<file path="src/rtl/uart_pkg.sv">
// Shared UART definitions: default byte width, RX FIFO depth and the byte type.
package uart_pkg;

    localparam int UART_DATA_W        = 8;
    localparam int UART_RX_FIFO_DEPTH = 16;

    typedef logic [UART_DATA_W-1:0] uart_byte_t;

endpackage

</file>
<file path="src/rtl/uart_fifo_mem.sv">
// Simple dual-port register array: synchronous write with enable, asynchronous read.
module uart_fifo_mem
    import uart_pkg::*;
#(
    parameter int DEPTH  = UART_RX_FIFO_DEPTH,
    parameter int DATA_W = UART_DATA_W,
    parameter int AW     = $clog2(DEPTH)
) (
    input  logic              clk,
    input  logic              we,
    input  logic [AW-1:0]     waddr,
    input  logic [DATA_W-1:0] wdata,
    input  logic [AW-1:0]     raddr,
    output logic [DATA_W-1:0] rdata
);

    logic [DATA_W-1:0] mem [DEPTH];

    always_ff @(posedge clk) begin
        if (we) begin
            mem[waddr] <= wdata;
        end
    end

    assign rdata = mem[raddr];

endmodule

</file>
<file path="src/rtl/uart_rx_fifo.sv">
// UART receive FIFO with first-word fall-through, sticky overrun and level-driven irq.
// Define UART_RX_FIFO_THRESH_IRQ_EN to raise irq on a fill threshold instead of non-empty.
module uart_rx_fifo
    import uart_pkg::*;
#(
    parameter int DEPTH  = UART_RX_FIFO_DEPTH,
    parameter int DATA_W = UART_DATA_W,
    parameter int CNT_W  = $clog2(DEPTH) + 1
) (
    input  logic              wb_clk_i,
    input  logic              wb_rst_i,
    input  logic              in_valid,
    input  logic [DATA_W-1:0] in_data,
    input  logic              read,
    input  logic              irq_en,
    input  logic [CNT_W-1:0]  irq_thresh,
    input  logic              overrun_clr,
    output logic [DATA_W-1:0] rd_data,
    output logic [CNT_W-1:0]  level,
    output logic              empty,
    output logic              full,
    output logic              overrun,
    output logic              irq
);

    localparam int AW = $clog2(DEPTH);

    logic [AW-1:0]     wr_ptr;
    logic [AW-1:0]     rd_ptr;
    logic [DATA_W-1:0] head;
    logic              do_push;
    logic              do_pop;
    logic              irq_cond;

    assign empty   = (level == '0);
    assign full    = (level == CNT_W'(DEPTH));
    assign do_pop  = read & ~empty;
    // A pop in the same cycle frees a slot, so a push into a full FIFO is still accepted.
    assign do_push = in_valid & (~full | do_pop);

    uart_fifo_mem #(
        .DEPTH  (DEPTH),
        .DATA_W (DATA_W),
        .AW     (AW)
    ) u_mem (
        .clk   (wb_clk_i),
        .we    (do_push),
        .waddr (wr_ptr),
        .wdata (in_data),
        .raddr (rd_ptr),
        .rdata (head)
    );

    assign rd_data = empty ? '0 : head;

    always_ff @(posedge wb_clk_i) begin
        if (wb_rst_i) begin
            wr_ptr <= '0;
            rd_ptr <= '0;
            level  <= '0;
        end else begin
            if (do_push) wr_ptr <= wr_ptr + AW'(1);
            if (do_pop)  rd_ptr <= rd_ptr + AW'(1);
            case ({do_push, do_pop})
                2'b10:   level <= level + CNT_W'(1);
                2'b01:   level <= level - CNT_W'(1);
                default: level <= level;
            endcase
        end
    end

    always_ff @(posedge wb_clk_i) begin
        if (wb_rst_i) begin
            overrun <= 1'b0;
        end else if (in_valid && !do_push) begin
            overrun <= 1'b1;
        end else if (overrun_clr) begin
            overrun <= 1'b0;
        end
    end

`ifdef UART_RX_FIFO_THRESH_IRQ_EN
    logic [CNT_W-1:0] thresh_eff;
    assign thresh_eff = (irq_thresh == '0) ? CNT_W'(1) : irq_thresh;
    assign irq_cond   = irq_en & (level >= thresh_eff);
`else
    logic unused_thresh;
    assign unused_thresh = ^irq_thresh;
    assign irq_cond      = irq_en & ~empty;
`endif

    always_ff @(posedge wb_clk_i) begin
        if (wb_rst_i) begin
            irq <= 1'b0;
        end else begin
            irq <= irq_cond;
        end
    end

endmodule
</file>
<file path="config.mk">
export PLATFORM = sky130hd
export DESIGN_NAME = uart_rx_fifo
export DESIGN_NICKNAME = d
export VERILOG_FILES = /design/src/rtl/uart_pkg.sv /design/src/rtl/uart_fifo_mem.sv /design/src/rtl/uart_rx_fifo.sv
export SDC_FILE = /design/constraint.sdc
export NUM_CORES = 1
export LEC_CHECK = 0
export CAP_MARGIN = 20
export CORE_MARGIN = 2
export CORE_UTILIZATION = 45
export DETAILED_ROUTE_END_ITERATION = 7
export SLEW_MARGIN = 40
export SYNTH_ARGS = -nofsm -noshare
export SYNTH_HDL_FRONTEND = slang
export SYNTH_SLANG_ARGS = --single-unit
</file>
<file path="constraint.sdc">
create_clock -name wb_clk_i -period 2.8 [get_ports wb_clk_i]
set_input_delay 0.56 -clock wb_clk_i [delete_from_list [all_inputs] [get_ports wb_clk_i]]
set_output_delay 0.56 -clock wb_clk_i [all_outputs]
set_load 0.01 [all_outputs]
</file>
==> metrics.yaml, run 1 <==
status:
  status: "finished, final reports clean"
sta:
  post-route-period-util_pct: 97.1
  final_max_slew_viol_count: 0
  finalSetupViolations: 0
  setup-tns-final_ps: 0
  worstMarginPinSlew_ps: 801
  hold_viol_final: 0
  finalClockSkew_ps: 4.67
  fmax_mhz: 368
  slew_headroom_pct: 46.4
  period_minus_slack_ps: 2720
synthesis:
  async_flop_share_pct: 0
  synth.distinct_cells: 41
  synth_area_per_cell_um2: 17.6
  synth_seq_cells: 147
  synth_edf_count: 128
  synth_most_common_cell: "edfxtp_1"
  synth_top_area_share_pct: 63.4
  synth.area.top_cells: "edfxtp_1 63%, mux4_2 12%, dfxtp_1 6.3%"
  yosysWarnings: 0
  netlist_instances: 344
  synth_nets: 372
  ys_seq_area_share_pct: 69.7
  synth.cell_area_mm2: 0.00606
  yosysTopAreaCell: "edfxtp_1"
  yosys-top-cells-count: "128 x edfxtp_1, 32 x mux4_2, 31 x nor2_1"
  ys.flop_type: "edfxtp_1"
setup_path:
  rrSetupSlack_ps: 380
  crit_chain: "buf_4, bufbuf_16, mux4_2, mux2i_2, a211oi_1, clkdlybuf4s15_1"
  cp_max_fo: 10
  critPathSlowestCell: "dfxtp_4"
  crit_family: "buffers and inverters"
  cp_slowest_stage_delay_ps: 370
  worst-setup-path-type: "reg -> out"
  end_kind: "output pin"
  crit_arrival_ps: 2160
  worstPathRequired_ps: 2240
  cp-start-kind: "register"
  crit_buf_inv: 3
routing:
  wl_met3_um: 426
  routed.top_layer: "met4"
  wl_met1_mm: 4.94
  wl_per_cell_um: 19.5
  firstDrtPassIters: 4
  drc: 0
  dr_wl_met2_mm: 6.15
  wl_mm: 11.7
  ant_nets: 0
  drtIter0Drc: 189
  vias_per_cell: 5.36
  vias: 3222
global_route:
  grt_pass1_wl_mm: 18.6
  grt_pass1_vias: 3347
  antenna_found_initial: 0
  grt_max_degree: 17
  grtUsageTotal_pct: 17.8
  overflow: 0
worst_hold_path:
  hp-class: "reg -> reg"
layout:
  final_util_pct: 57.0
  areaGrowthSynthToFinish_pct: 24.1
  n_antenna_cell: 0
  regArea_mm2: 0.00423
  multi_input_area_mm2: 0.00174
  final_layout_size_suffix_gt1_share_pct: 30.4
  nets: 440
  fillCellCount: 1020
clocking:
  postCtsHoldBufs: 0
  root_buffer: "clkbuf_16"
  clk_latency_ps: 410
  cts_tree: "done"
  numCtsBuffers: 17
  h-tree-depth: 4
  clock-sinks: 147
  cts_buffer_depth: 2
  clk_pin_slew_worst_paths_ps: 60
floorplan:
  ios: 36
  rows: 42
  die_x_um: 120
  die_area_mm2: 0.0144
  core-area_mm2: 0.0132
  start_util_pct: 45.9
  die_h_um: 120
placed_design:
  hpwlAfterDp_mm: 7.36
  io_buffers: 30
  gp_congestion: 0.756
power_and_ir_drop:
  leakage_nw: 2.49
  power.density_mw_per_mm2: 894
  peakVddDrop_mv: 0.520
  power_w: 0.00672
flow_run:
  timing.max_cap.violations: 0
## worst paths after layout
kind                            startpoint          to  depth (start not counted)
worst max register to register    level[3]    level[4]                          8
worst min register to register     overrun     overrun                          2
worst max-delay path              register  rd_data[2]                          6
worst min-delay path               overrun     overrun                          2
## logic make-up (layout without fill, tap and decap cells)
logic type / Yosys count / after routing / share of synthesized area, %
flip-flops: 147 / 147 / 69.7
AND/OR/NAND/NOR: 71 / 71 / 6.03
multiplexers: 45 / 45 / 14.0
AO/OA/AOI/OAI: 35 / 35 / 4.75
buffers and inverters: 30 / 111 / 2.46
adder cells (fa/ha/maj): 9 / 9 / 1.98
XOR/XNOR: 7 / 7 / 1.01
## worst register-to-register path: cells and delay by family, from the launching register on
| family | cells | cell delay, ps |
|---|---|---|
| and+or+nand+nor | 3 | 760 |
| DFF | 1 | 350 |
| AOI/OAI and AO/OA | 2 | 480 |
| buffers and inverters | 1 | 120 |
| adders and majority gates | 1 | 360 |
| muxes | 1 | 230 |
## stage by stage
| stage | instances | hold WS, ps | setup WS (ps) | cell area (um2) |
|---|---|---|---|---|
| floorplan | 344 | 490 | 527 | 6060 |
| global placement | 556 | 471 | 92.8 | 6720 |
| detailed placement | 556 | 481 | 53.1 | 6720 |
| CTS | 595 | 503 | -43.9 | 7450 |
| global route | 601 | 547 | -0.328 | 7520 |
| finish | 601 | 498 | 82.4 | 7520 |
## power breakdown
part / internal (W) / switching, W / leakage, nW
Combinational: 0.000991 / 0.000911 / 0.901
Clock: 0.00139 / 0.000850 / 0.273
Sequential: 0.00249 / 0.0000883 / 1.31
Total: 0.00487 / 0.00185 / 2.49
## layout by cell type (no fill, tap or decap), drive strengths merged, types with 4 or more instances in the layout
| master | instances |
|---|---|
| inv | 10 |
| nor3 | 8 |
| clkinvlp | 5 |
| edfxtp | 128 |
| a211oi | 18 |
| nand2b | 5 |
| dfxtp | 19 |
| nor2b | 10 |
| xor2 | 4 |
| mux2i | 13 |
| o21ai | 6 |
| clkinv | 5 |
| clkbuf | 23 |
| buf | 38 |
| clkdlybuf4s50 | 20 |
| mux4 | 32 |
| ha | 8 |
| nand2 | 4 |
| nor2 | 32 |
## sequential cells by signal (all words and copies together) (netlist names), named ones only
name       cells
overrun        1
level          5
rd_ptr         4
u_mem.mem    128
irq            1
wr_ptr         4
## cell type report
cell class              instances  area share (%)
clock buffers                  18            5.71
well taps                     176            2.93
clock inverters                14            2.16
flip-flops and latches        147            56.3
repair buffers                 70            9.37
multi-input cells             167            23.1
inverters                       9           0.449
## what timing repair did
item                       4_1_cts  5_1_grt
setup endpoints to repair       10        8
pin swaps                        4        2
gates resized for setup         22       15
cloned                           2        0
setup buffers                    5        6
hold endpoints to repair         0        0
## metal layers
layer	GRT usage, %	vias up
met5	0	-
li1	-	1497
met1	21.9	1644
met3	4.04	14
met2	30.3	67
met4	7.28	0
No activity file was read; power rests on OpenSTA's default activity.
==> run 2: changes to the inputs <==
--- a/config.mk
+++ b/config.mk
@@ -5,6 +5,7 @@
 export SDC_FILE = /design/constraint.sdc
 export NUM_CORES = 1
 export LEC_CHECK = 0
+export ABC_AREA = 1
 export CAP_MARGIN = 20
 export CORE_MARGIN = 2
 export CORE_UTILIZATION = 45
==> run 2 against run 1 <==
- fmax grew 4.4%
- power shrank 6.6%
- register-to-register slack gained 310 ps
- synthesized cell count grew 63%
- highest routed layer unchanged
- synthesized area grew 1.8%
- largest cell class unchanged
- sequential power shrank 2%
==> metrics.yaml, run 2 <==
status:
  status: "finished, final reports clean"
layout:
  top_register: "u_mem.mem"
  layout_commonest_cell: "nand2_1"
  nets: 643  # +46%
  areaGrowthSynthToFinish_pct: 19.3
  final_layout_size_suffix_gt1_share_pct: 11.5  # -19 points
  largest_reg_flops: 128  # unchanged
  n_antenna_cell: 0  # unchanged
  final_cell_mix: "180 x nand2_1, 128 x edfxtp_1, 106 x nand3_1"
  reg.largest.list: "u_mem.mem (128), level (5)"
floorplan:
  die_h_um: 121  # +0.85%
  die_area_mm2: 0.0147  # +1.7%
  ios: 36  # unchanged
  core-area_mm2: 0.0133  # +0.80%
  start_util_pct: 46.4  # +0.45 points
  rows: 42  # unchanged
  die_x_um: 121  # +0.85%
sta:
  worstMarginPinSlew_ps: 763  # -38.6 ps
  period_minus_slack_ps: 2600  # -114 ps
  rsz0062_at_grt: "no"
  post-route-period-util_pct: 93.0  # -4.1 points
  finalClockSkew_ps: 13.5  # +8.81 ps
  setup-tns-final_ps: 0  # unchanged
  hold_viol_final: 0  # unchanged
  fmax_mhz: 384  # +4.4%
  slew_headroom_pct: 49.0  # +2.6 points
  finalSetupViolations: 0  # unchanged
  final_max_slew_viol_count: 0  # unchanged
global_route:
  grtUsageTotal_pct: 20.1  # +2.3 points
  grt_pass1_wl_mm: 21.6  # +17%
  grt_pass1_vias: 4075  # +22%
  overflow: 0  # unchanged
  grt_max_degree: 33  # +16
  antenna_found_initial: 0  # unchanged
clocking:
  clk_pin_slew_worst_paths_ps: 60  # about the same
  h-tree-depth: 4  # unchanged
  cts_tree: "done"
  clk_latency_ps: 420  # about the same
  postCtsSetupRepairBufs: 0  # -5
  clock-sinks: 147  # unchanged
  numCtsBuffers: 17  # unchanged
  root_buffer: "clkbuf_16"
  cts_buffer_depth: 2  # unchanged
routing:
  vias: 4151  # +29%
  vias_per_cell: 5.16  # -3.7%
  ant_nets: 0  # unchanged
  wl_mm: 13.8  # +18%
  drc: 0  # unchanged
  drtIter0Drc: 409  # +120%
  wl_per_cell_um: 17.1  # -12%
  firstDrtPassIters: 5  # +1
synthesis:
  ys.flop_type: "edfxtp_1"
  synth_seq_cells: 147  # unchanged
  synth_fa_ha_area_share_pct: 1.95  # -0.035 points
  synthXorXnorAreaFrac_pct: 0.426  # -0.59 points
  ys_seq_area_share_pct: 68.5  # -1.2 points
  synth_top_area_share_pct: 62.3  # -1.1 points
  synth_area_per_cell_um2: 11.0  # -38%
  yosys-top-cells-count: "180 x nand2_1, 128 x edfxtp_1, 106 x nand3_1"
  netlist_instances: 561  # +63%
  synth.cell_area_mm2: 0.00617  # +1.8%
  synth_compound_area_share_pct: 2.64  # -2.1 points
  synth.area.top_cells: "edfxtp_1 62%, nand2_1 11%, nand3_1 8.6%"
  synth.distinct_cells: 27  # -34%
  async_flop_share_pct: 0  # unchanged
  yosys.area_share.simple_pct: 22.2  # +16 points
  yosysWarnings: 0  # unchanged
  yosysTopAreaCell: "edfxtp_1"
  synth_nets: 589  # +58%
  synth_most_common_cell: "nand2_1"
  synth_top_family_by_area: "simple AND/OR/NAND/NOR gates"
  synth_edf_count: 128  # unchanged
  synthMuxAreaShare_pct: 0  # -14 points
worst_hold_path:
  hp-class: "reg -> reg"
power_and_ir_drop:
  peakVddDrop_mv: 0.402  # -23%
  power.density_mw_per_mm2: 854  # -4.5%
  power_w: 0.00628  # -6.6%
  leakage_nw: 2.82  # +13%
setup_path:
  crit_buf_inv: 3  # unchanged
  cp-start-kind: "register"
  cp_max_fo: 32  # +22
  crit_arrival_ps: 2040  # -120 ps
  critPathSlowestCell: "dfxtp_2"
  crit_family: "buffers and inverters"
  crit_top_cell: "nand2_1"
  end_kind: "output pin"
  worstPathRequired_ps: 2240  # about the same
  cp_slowest_stage_delay_ps: 360  # about the same
  crit_chain: "inv_2, buf_12, nand2_1, nand3_1, nand3_1, nand2_1, nand2_1, a21oi_1, dlygate4sd2_1"
  worst-setup-path-type: "reg -> out"
flow_run:
  timing.max_cap.violations: 0  # unchanged
placed_design:
  hpwlAfterDp_mm: 8.66  # +18%
  io_buffers: 30  # unchanged
  gp_congestion: 0.781  # +3.2%
==> run 2: cell types whose count changed after synthesis, moves of 4 or more <==
cell	delta
nand2_1	+176
nand3_1	+105
mux4_2	-32
a211oi_1	-18
a21oi_1	+16
inv_1	+13
mux2i_1	-13
nor2b_1	-10
nor3_1	-8
buf_2	+7
clkbuf_1	-5
nand2b_1	-5
o21ai_0	+5
buf_6	+4
==> run 2: where the power goes <==
group	total [W]	switching, W	internal [W]
logic	0.00154	0.000964	0.000579
clock network	0.00219	0.000826	0.00137
registers	0.00254	0.0000705	0.00247
total	0.00628	0.00186	0.00442
==> run 2: layer usage <==
metal / global-route usage [%] / routed length, um
met2: 30.8 / 6470
met5: 0 / 0
met3: 4.23 / 713
met1: 27.8 / 6290
met4: 8.50 / 293
==> run 2: cells by family after synthesis <==
family / count (synthesis)
XOR/XNOR: 3
AO/OA/AOI/OAI: 29
buffers and inverters: 51
AND/OR/NAND/NOR: 322
flip-flops: 147
adder cells (fa/ha/maj): 9
==> run 2: final timing paths <==
check | from | to | slack, ps | cells after the start
max | register | rd_data[1] | 200 | 9
min | overrun | overrun | 470 | 2
max reg2reg | level[0] | level[4] | 690 | 11
min reg2reg | overrun | overrun | 470 | 2
==> run 2: worst min-delay path, cell delays in order (launching register included) <==
cell and delay (ps):
dfxtp_1 310, nand2_1 60, a21oi_1 50
==> run 2: area by class of cell <==
class | count | area (um2)
fillers | 1162 | 5940
inverters | 26 | 100
flip-flops and latches | 147 | 4230
well taps | 176 | 220
clock buffers | 21 | 470
multi-input cells | 363 | 1680
clock inverters | 11 | 110
repair buffers | 60 | 548
==> run 2: stage by stage <==
step           instances  instance area, um2  hold WS (ps)  worst slack [ps]  util [%]
2_1_floorplan        561                6170           446               922         -
3_3_place_gp         772                6780           455               263      51.0
3_5_place_dp         772                6780           461               207      51.0
4_1_cts              804                7350           475               187      55.3
5_1_grt              804                7350           486              62.3      55.3
6_report             804                7350           473               196      55.3
==> run 2: timing repair <==
item,4_1_cts,5_1_grt
hold buffers,0,0
setup endpoints to repair,8,0
gates resized for setup,10,0
==> run 3: changes to the inputs <==
--- a/config.mk
+++ b/config.mk
@@ -9,6 +9,7 @@
 export CAP_MARGIN = 20
 export CORE_MARGIN = 2
 export CORE_UTILIZATION = 45
+export CTS_CLUSTER_DIAMETER = 200
 export DETAILED_ROUTE_END_ITERATION = 7
 export SLEW_MARGIN = 40
 export SYNTH_ARGS = -nofsm -noshare
==> results of run 3 <==
Final layout, timing and power as in run 2 (identical DEF).
